$ cat src/rtl/rs_encode_pkg.sv
// Shared constants and types for the line-interface RS encoder.
package rs_encode_pkg;

  localparam int unsigned RS_N      = 255;
  localparam int unsigned RS_K      = 223;
  localparam int unsigned RS_WORD_W = 8;

  typedef enum logic [1:0] {
    ACCUM     = 2'd0,
    OUT_LINE  = 2'd1,
    DONE_WAIT = 2'd2
  } rs_line_out_state_e;

endpackage

$ cat src/rtl/rs_encode_line_out_datap.sv
// Output-side datapath: big-endian line packing register, byte offset and line counter.
module rs_encode_line_out_datap
  import rs_encode_pkg::*;
#(
  parameter int unsigned DATA_W          = 512,
  parameter int unsigned DATA_BYTES      = DATA_W / 8,
  parameter int unsigned DATA_BYTES_W    = $clog2(DATA_BYTES),
  parameter int unsigned NUM_LINES       = (RS_N + DATA_BYTES - 1) / DATA_BYTES,
  parameter int unsigned LAST_LINE_BYTES = DATA_BYTES,
  parameter int unsigned LINE_CNT_W      = $clog2(NUM_LINES + 1)
) (
  input  logic                 clk,
  input  logic                 rst,
  input  logic                 init_state_i,
  input  logic                 store_byte_i,
  input  logic                 incr_line_i,
  input  logic [RS_WORD_W-1:0] byte_i,
  output logic                 line_full_o,
  output logic                 last_line_o,
  output logic [DATA_W-1:0]    line_o
);

  logic [DATA_W-1:0]       line_q, line_d;
  logic [DATA_BYTES_W-1:0] off_q, off_d;
  logic [LINE_CNT_W-1:0]   cnt_q, cnt_d;

  assign last_line_o = (cnt_q == LINE_CNT_W'(NUM_LINES - 1));
  assign line_full_o = (off_q == DATA_BYTES_W'(DATA_BYTES - 1)) ||
                       (last_line_o && (off_q == DATA_BYTES_W'(LAST_LINE_BYTES - 1)));
  assign line_o      = line_q;

  // Clearing on every line boundary leaves the unused tail of the last line zero.
  always_comb begin
    line_d = line_q;
    off_d  = off_q;
    cnt_d  = cnt_q;
    if (init_state_i) begin
      line_d = '0;
      off_d  = '0;
      cnt_d  = '0;
    end else if (incr_line_i) begin
      line_d = '0;
      off_d  = '0;
      cnt_d  = cnt_q + LINE_CNT_W'(1);
    end else if (store_byte_i) begin
      for (int unsigned b = 0; b < DATA_BYTES; b++) begin
        if (off_q == DATA_BYTES_W'(b)) begin
          line_d[DATA_W-1-RS_WORD_W*b -: RS_WORD_W] = byte_i;
        end
      end
      if (!line_full_o) begin
        off_d = off_q + DATA_BYTES_W'(1);
      end
    end
  end

  always_ff @(posedge clk) begin
    if (rst) begin
      line_q <= '0;
      off_q  <= '0;
      cnt_q  <= '0;
    end else begin
      line_q <= line_d;
      off_q  <= off_d;
      cnt_q  <= cnt_d;
    end
  end

endmodule

$ cat src/rtl/rs_encode_line_mux_out.sv
// RS encoder output stage: packs codeword bytes into DATA_W lines and closes the
// done handshake with the input controller once the whole codeword has left.
module rs_encode_line_mux_out
  import rs_encode_pkg::*;
#(
  parameter int unsigned DATA_W       = 512,
  parameter int unsigned DATA_BYTES   = DATA_W / 8,
  parameter int unsigned DATA_BYTES_W = $clog2(DATA_BYTES),
  parameter int unsigned NUM_LINES    = (RS_N + DATA_BYTES - 1) / DATA_BYTES
) (
  input  logic                 clk,
  input  logic                 rst,
  input  logic                 encoder_dst_byte_val,
  input  logic [RS_WORD_W-1:0] encoder_dst_byte,
  output logic                 dst_encoder_byte_rdy,
  output logic                 encoder_dst_line_val,
  output logic [DATA_W-1:0]    encoder_dst_line,
  output logic                 encoder_dst_line_last,
  input  logic                 dst_encoder_line_rdy,
  input  logic                 in_ctrl_out_done,
  output logic                 out_in_ctrl_done
);

  localparam int unsigned LAST_LINE_BYTES = ((RS_N % DATA_BYTES) == 0) ? DATA_BYTES
                                                                       : (RS_N % DATA_BYTES);
  localparam int unsigned LINE_CNT_W      = $clog2(NUM_LINES + 1);

  rs_line_out_state_e state_q;
  logic byte_rdy_q, line_val_q, line_last_q, done_q;
  logic init_state_c, store_byte_c, incr_line_c;
  logic line_full, last_line;

  assign store_byte_c = (state_q == ACCUM) && encoder_dst_byte_val;
  assign incr_line_c  = (state_q == OUT_LINE) && dst_encoder_line_rdy && !line_last_q;
  assign init_state_c = (state_q == DONE_WAIT) && done_q;

  rs_encode_line_out_datap #(
    .DATA_W          (DATA_W),
    .DATA_BYTES      (DATA_BYTES),
    .DATA_BYTES_W    (DATA_BYTES_W),
    .NUM_LINES       (NUM_LINES),
    .LAST_LINE_BYTES (LAST_LINE_BYTES),
    .LINE_CNT_W      (LINE_CNT_W)
  ) u_datap (
    .clk          (clk),
    .rst          (rst),
    .init_state_i (init_state_c),
    .store_byte_i (store_byte_c),
    .incr_line_i  (incr_line_c),
    .byte_i       (encoder_dst_byte),
    .line_full_o  (line_full),
    .last_line_o  (last_line),
    .line_o       (encoder_dst_line)
  );

  // DONE_WAIT spends one cycle detecting the input done and one cycle pulsing it back.
  always_ff @(posedge clk) begin
    if (rst) begin
      state_q     <= ACCUM;
      byte_rdy_q  <= 1'b1;
      line_val_q  <= 1'b0;
      line_last_q <= 1'b0;
      done_q      <= 1'b0;
    end else begin
      done_q <= 1'b0;
      unique case (state_q)
        ACCUM: begin
          if (store_byte_c && line_full) begin
            state_q     <= OUT_LINE;
            byte_rdy_q  <= 1'b0;
            line_val_q  <= 1'b1;
            line_last_q <= last_line;
          end
        end
        OUT_LINE: begin
          if (dst_encoder_line_rdy) begin
            line_val_q  <= 1'b0;
            line_last_q <= 1'b0;
            if (line_last_q) begin
              state_q <= DONE_WAIT;
            end else begin
              state_q    <= ACCUM;
              byte_rdy_q <= 1'b1;
            end
          end
        end
        DONE_WAIT: begin
          if (done_q) begin
            state_q    <= ACCUM;
            byte_rdy_q <= 1'b1;
          end else if (in_ctrl_out_done) begin
            done_q <= 1'b1;
          end
        end
        default: begin
          state_q    <= ACCUM;
          byte_rdy_q <= 1'b1;
        end
      endcase
    end
  end

  assign dst_encoder_byte_rdy  = byte_rdy_q;
  assign encoder_dst_line_val  = line_val_q;
  assign encoder_dst_line_last = line_last_q;
  assign out_in_ctrl_done      = done_q;

endmodule

$ cat config.mk
export PLATFORM = sky130hd
export DESIGN_NAME = rs_encode_line_mux_out
export DESIGN_NICKNAME = d
export VERILOG_FILES = /design/src/rtl/rs_encode_pkg.sv /design/src/rtl/rs_encode_line_out_datap.sv /design/src/rtl/rs_encode_line_mux_out.sv
export SDC_FILE = /design/constraint.sdc
export NUM_CORES = 1
export LEC_CHECK = 0
export BUFFER_PORTS_ARGS = -buffer_cell sky130_fd_sc_hd__buf_4
export CAP_MARGIN = 0
export CORE_AREA = 2 2 208 210
export DETAILED_ROUTE_END_ITERATION = 8
export DIE_AREA = 0 0 210 212
export PLACE_DENSITY = 0.82
export SLEW_MARGIN = 40
export SYNTH_ARGS = -nofsm -noshare
export SYNTH_HDL_FRONTEND = slang
export SYNTH_SLANG_ARGS = --single-unit
$ cat constraint.sdc
create_clock -name clk -period 2.27 [get_ports clk]
set_input_delay 0.1135 -clock clk [delete_from_list [all_inputs] [get_ports clk]]
set_output_delay 0.1135 -clock clk [all_outputs]
set_load 0.05 [all_outputs]
======== After elaboration in Yosys (flattened, before gate mapping) ========
Cells that the tools add are included.
storage, ports and cells
  register bits after elaboration ......... 527
  input bits .............................. 13
cells by class
  add/sub/neg operators ................... 2
  equal/unequal tests ..................... 70
  multiplexer cells ....................... 16
  bitwise operators ....................... 2
  reductions and logical operators ........ 82
operators with widths
  cell                                                  number
  equality test 6 bit (second input constant)           32
  AND reduction 2 bit                                   65
  equality test 6 x 5 -> 1 bit (second input constant)  16
  equality test 6 x 4 -> 1 bit (second input constant)  8
  equality test 6 x 3 -> 1 bit (second input constant)  4
  equality test 6 x 2 -> 1 bit (second input constant)  2
  two-way mux 1 bit                                     8
  two-way mux 2 bit                                     4
  adder 6 x 1 -> 6 bit (second input constant)          1
  equality test 6 x 1 -> 1 bit (second input constant)  1
  logical AND 1 bit                                     6
  logical NOT 6 bit                                     1
  != test 2 bit (second input constant)                 3
  one-hot mux 2 bit (3 select lines)                    1
  AND reduction 3 bit                                   2
  OR reduction 3 bit                                    2
  one-hot mux 1 bit (2 select lines)                    2
  AND reduction 4 bit                                   1
  adder 3 x 1 -> 3 bit (second input constant)          1
  equality test 3 x 2 -> 1 bit (second input constant)  1
  one-hot mux 1 bit (3 select lines)                    1
  equality test 2 x 1 -> 1 bit (second input constant)  1
  equality test 2 bit (second input constant)           1
  logical NOT 2 bit                                     1
  6 further kinds                                       7

======== Logic depth before layout (Yosys ltp) ========
  depth in word-level cells ............... 6
  depth in mapped cells ................... 8

======== Modules after synthesis ========
A second synthesis with hierarchy kept.
second synthesis, totals
  cell total of the unflattened synthesis .. 2518
  area, all modules ....................... 20772.4 um2
by module, submodules not included
  module                    instances  cells an instance  area each (um2)
  rs_encode_line_out_datap  1          2487               20475.9
  rs_encode_line_mux_out    1          31                 296.5

======== Least setup slack after synthesis ========
No wires, ideal clock.
  path kind ............................... reg-to-reg
  from .................................... register done_q, in the netlist out_in_ctrl_done
  to ...................................... register u_datap.line_q[352], in the netlist u_datap.line_o[352]
  library setup time ...................... 0.132 ns
  data arrival time ....................... 1.715 ns
  data required time ...................... 2.138 ns
  setup slack ............................. 0.423 ns
  cell stages (with the launch flop) ...... 7
  path buffers ............................ 3
  clock period less this slack ............ 1.847 ns
  cells stage by stage .................... dfxtp_1 nand3b_2 nand3b_1 buf_2 buf_2 clkbuf_1 a21oi_1
between the ends
  word-level cells in the longest chain between the ends .. 2
ends and longest elaborated chain
  what                          RTL line                        RTL
  from (decl)                   rs_encode_line_mux_out.sv:29    logic byte_rdy_q, line_val_q, line_last_q, done_q;
  from (signal assigned)        rs_encode_line_mux_out.sv:63    done_q <= 1'b0;
  from (signal assigned)        rs_encode_line_mux_out.sv:65    done_q <= 1'b0;
  from (signal assigned)        rs_encode_line_mux_out.sv:92    done_q <= 1'b1;
  logical AND 1 bit             rs_encode_line_mux_out.sv:35    assign init_state_c = (state_q == DONE_WAIT) && done_q;
  OR reduction 3 bit (no line)  -
  to (signal assigned)          rs_encode_line_out_datap.sv:63  line_q <= line_d;
  to (decl)                     rs_encode_line_out_datap.sv:23  logic [DATA_W-1:0] line_q, line_d;
No other way between the ends.
A chain may end at the register's enable or synchronous reset.

======== Worst setup path in the final report ========
  from .................................... register u_datap.off_q[1]
  to ...................................... register u_datap.line_q[278], in the netlist u_datap.line_o[278]
between the ends
  word-level cells in the longest chain between the ends .. 2
ends and longest elaborated chain
  what                           RTL line                        RTL
  from (decl)                    rs_encode_line_out_datap.sv:24  logic [DATA_BYTES_W-1:0] off_q, off_d;
  from (signal assigned)         rs_encode_line_out_datap.sv:60  off_q <= '0;
  from (signal assigned)         rs_encode_line_out_datap.sv:64  off_q <= off_d;
  equality test 6 x 5 -> 1 bit   rs_encode_line_out_datap.sv:47  if (off_q == DATA_BYTES_W'(b)) begin
  AND reduction 2 bit (no line)  -
No other way between the ends.

==> out/metrics.yaml <==
placed_design:
  place.gp.congestion: 0.852
  dp_hpwl_um: 48500
  placed_area_mm2: 0.0252
  portBuffers: 528
cells_and_area:
  area_growth_pct: 29.9
  antenna_cells: 0
  design_area_mm2: 0.0270
  final_layout_size_suffix_gt1_share_pct: 25.2
  final_nets: 2891
global_route:
  grt_overflow: 0
  grt_pass1_vias: 20500
  grt_pass1_wl_um: 120000
  track_usage_pct: 34.4
  antenna_found_initial: 0
  grt_max_degree: 86
synthesis:
  synthCells: 2540
  synth_area_mm2: 0.0208
  ys_ff_latch: 527
  synth.distinct_cells: 45
  yosysWarningCount: 0
  ys_top_cells_by_area: "dfxtp_1 (51%), a21oi_1 (12%), nand3_1 (12%), o21ai_0 (12%), clkbuf_1 (3.9%)"
  yosysSeqAreaShare_pct: 50.7
  avgSynthCellArea_um2: 8.19
  synth_top_area_cell: "dfxtp_1"
  synth_fp_nets: 2559
  yosys.area.top_type_share_pct: 50.7
clock_tree:
  post_cts_buffers: 0
  clockRootBuffer: "clkbuf_16"
  cts_tree: "built"
  clk_latency_ns: 0.60
  clock_path_buffers: 3
  h-tree-depth: 2
  clk_pin_slew_ns: 0.06
  cts_buffers: 55
  clock-sinks: 527
setup_path:
  rrSetupSlack_ns: 0.14
  crit_type: "reg2reg"
  path_buf_inv: 2
  cp-start-kind: "register"
  path_delay_family: "buffers and inverters"
  arrival_ns: 2.65
  cp_max_fo: 48
  worst_setup_path_end_kind: "register"
  crit_chain: "inv_1 -> ha_1 -> nand4b_1 -> buf_4 -> o21ai_0 -> a21oi_1"
  cpPeakStageDelay_ns: 0.51
  reg2reg_depth: 6
  crit_slowest_cell: "buf_4"
  rr_startpoint: "u_datap.off_q[1]$_SDFFE_PP0P_"
  critical_path_required_ns: 2.79
  reg2reg_to: "u_datap.line_o[278]$_SDFFE_PP0P_"
drt:
  vias: 22200
  route.detailed.drc: 0
  wire_per_inst_um: 23.4
  finalWirelength_um: 81100
  antenna_left: 0
  drt_pass1_iterations: 6
  first_iter_violations: 3325
  via_per_inst: 6.41
min_path:
  min_to: "u_datap.line_o[313]$_SDFFE_PP0P_"
  hold_start: "encoder_dst_byte[1]"
  worstHoldPathType: "in2reg"
  worstHoldPathCells: 3
floorplanning:
  die_y_um: 212
  rows: 76
  die_area_mm2: 0.0445
  core-area_mm2: 0.0425
  die_w_um: 210
  ios: 529
  initial_utilization_pct: 48.9
sta:
  slew_headroom_pct: 52.4
  fin_crit_sh_pct: 93.7
  rsz0062_at_grt: "no"
  fin_tns_setup_ns: 0
  tightest_slew_ns: 0.710
  skew_ns: 0.0208
  layout_min_cycle_time_ns: 2.13
  setup_viol: 0
  hold_violations: 0
  drv_slew: 0
  fmax_ghz: 0.470
job:
  max_cap_violations: 0
power:
  leakage_uw: 0.00996
  vdd_ir_drop_max_v: 0.000620
  powerDensity_mw_per_mm2: 707
run_status:
  status: "completed"
what timing repair did:
item	in CTS	in global routing
hold endpoints to repair	12	0
resized for setup	0	1
hold buffers	4	0
setup endpoints to repair	0	1
flip-flops by register name, indices dropped and copies added, names as in the netlist:
signal / flops
dst_encoder_byte_rdy: 1
state_q: 2
encoder_dst_line_val: 1
u_datap.off_q: 6
u_datap.cnt_q: 3
encoder_dst_line_last: 1
out_in_ctrl_done: 1
u_datap.line_o: 512
cell usage after synthesis, drive strengths merged:
cell / instances
a2111oi: 1
a211oi: 2
a21o: 1
a21oi: 518
a221oi: 1
a31o: 1
and4: 1
and4b: 15
and4bb: 6
buf: 131
clkbuf: 217
dfxtp: 527
ha: 6
inv: 5
mux2i: 5
nand2: 4
nand2b: 2
nand3: 516
nand3b: 4
nand4: 2
nand4b: 18
nand4bb: 13
nor2: 7
nor3: 1
nor3b: 1
nor4: 2
nor4b: 3
nor4bb: 6
o21ai: 513
o31a: 1
or2: 1
or3: 1
or3b: 2
or4: 2
or4b: 3
xor2: 1
worst min-delay path, delay by kind of cell:
kind	cells	cell delay, ns
buffers and inverters	1	0.27
AO/OA/AOI/OAI	1	0.06
AND/OR/NAND/NOR	1	0.13
metrics by stage:
step | std cells | hold WS [ns] | setup slack [ns] | utilization [%] | power, uW
floorplan | 2540 | 0.291 | 0.423 | - | 10000
global placement | 3357 | 0.376 | 0.291 | 59.3 | 10400
detailed placement | 3357 | 0.383 | 0.207 | 59.3 | 10400
CTS | 3457 | 0.0114 | 0.185 | 63.6 | 19100
global route | 3457 | 0.0432 | 0.0119 | 63.6 | 19500
finish | 3457 | 0.0335 | 0.142 | 63.6 | 19100
worst max path at each step:
stage,cells after the start,startpoint,to
after global routing,6,u_datap.off_q[0]$_SDFFE_PP0P_,u_datap.line_o[348]$_SDFFE_PP0P_
after floorplan,6,out_in_ctrl_done$_SDFF_PP0_,u_datap.line_o[352]$_SDFFE_PP0P_
after detailed placement,5,state_q[1]$_SDFFE_PP0P_,u_datap.line_o[235]$_SDFFE_PP0P_
after global placement,5,state_q[1]$_SDFFE_PP0P_,u_datap.line_o[204]$_SDFFE_PP0P_
after CTS,5,state_q[1]$_SDFFE_PP0P_,u_datap.line_o[232]$_SDFFE_PP0P_
final,6,u_datap.off_q[1]$_SDFFE_PP0P_,u_datap.line_o[278]$_SDFFE_PP0P_
cell families after synthesis:
family | Yosys count | synth area share, %
buf+inv | 353 | 7.03
xor+xnor | 1 | 0.0421
mux | 5 | 0.241
compound gates | 1038 | 25.1
flops | 527 | 50.7
simple gates | 610 | 16.5
fa+ha+maj | 6 | 0.361
layer usage:
metal	global-route usage, %	wire, um	vias to the layer above
met2	54.2	36800	1646
met5	0	0	-
met3	7.25	9230	332
met4	22.4	5300	0
li1	-	-	9755
met1	43.0	29700	10400
cells in the final DEF, fill, tap and decap left out, drive strengths merged, types with 3 or more instances in the layout:
cell type,synthesis,layout
inv,5,7
a21oi,518,518
dlygate4sd3,0,4
nand3,516,516
nor2,7,7
ha,6,6
clkinv,0,6
nor4b,3,3
nand4b,18,18
nand4bb,13,13
mux2i,5,5
buf,131,619
clkbuf,217,87
nor4bb,6,6
and4bb,6,6
and4b,15,15
nand3b,4,4
nand2,4,4
o21ai,513,513
dfxtp,527,527
or4b,3,3
where the power goes:
group          total [uW]  switching (uW)  internal [uW]
Clock                8860            3740           5130
Combinational         958             751            208
Sequential           9300            21.2           9280
Total               19100            4510          14600
layout make-up:
type / instances / area (um2)
clock buffers: 87 / 1710
repair buffers: 623 / 5120
well taps: 546 / 683
multi-input cells: 1660 / 8890
clock inverters: 9 / 55.1
inverters: 5 / 18.8
flip-flops and latches: 527 / 10600
fillers: 3448 / 15500
Note: power is estimated with default switching activity, not from simulation.
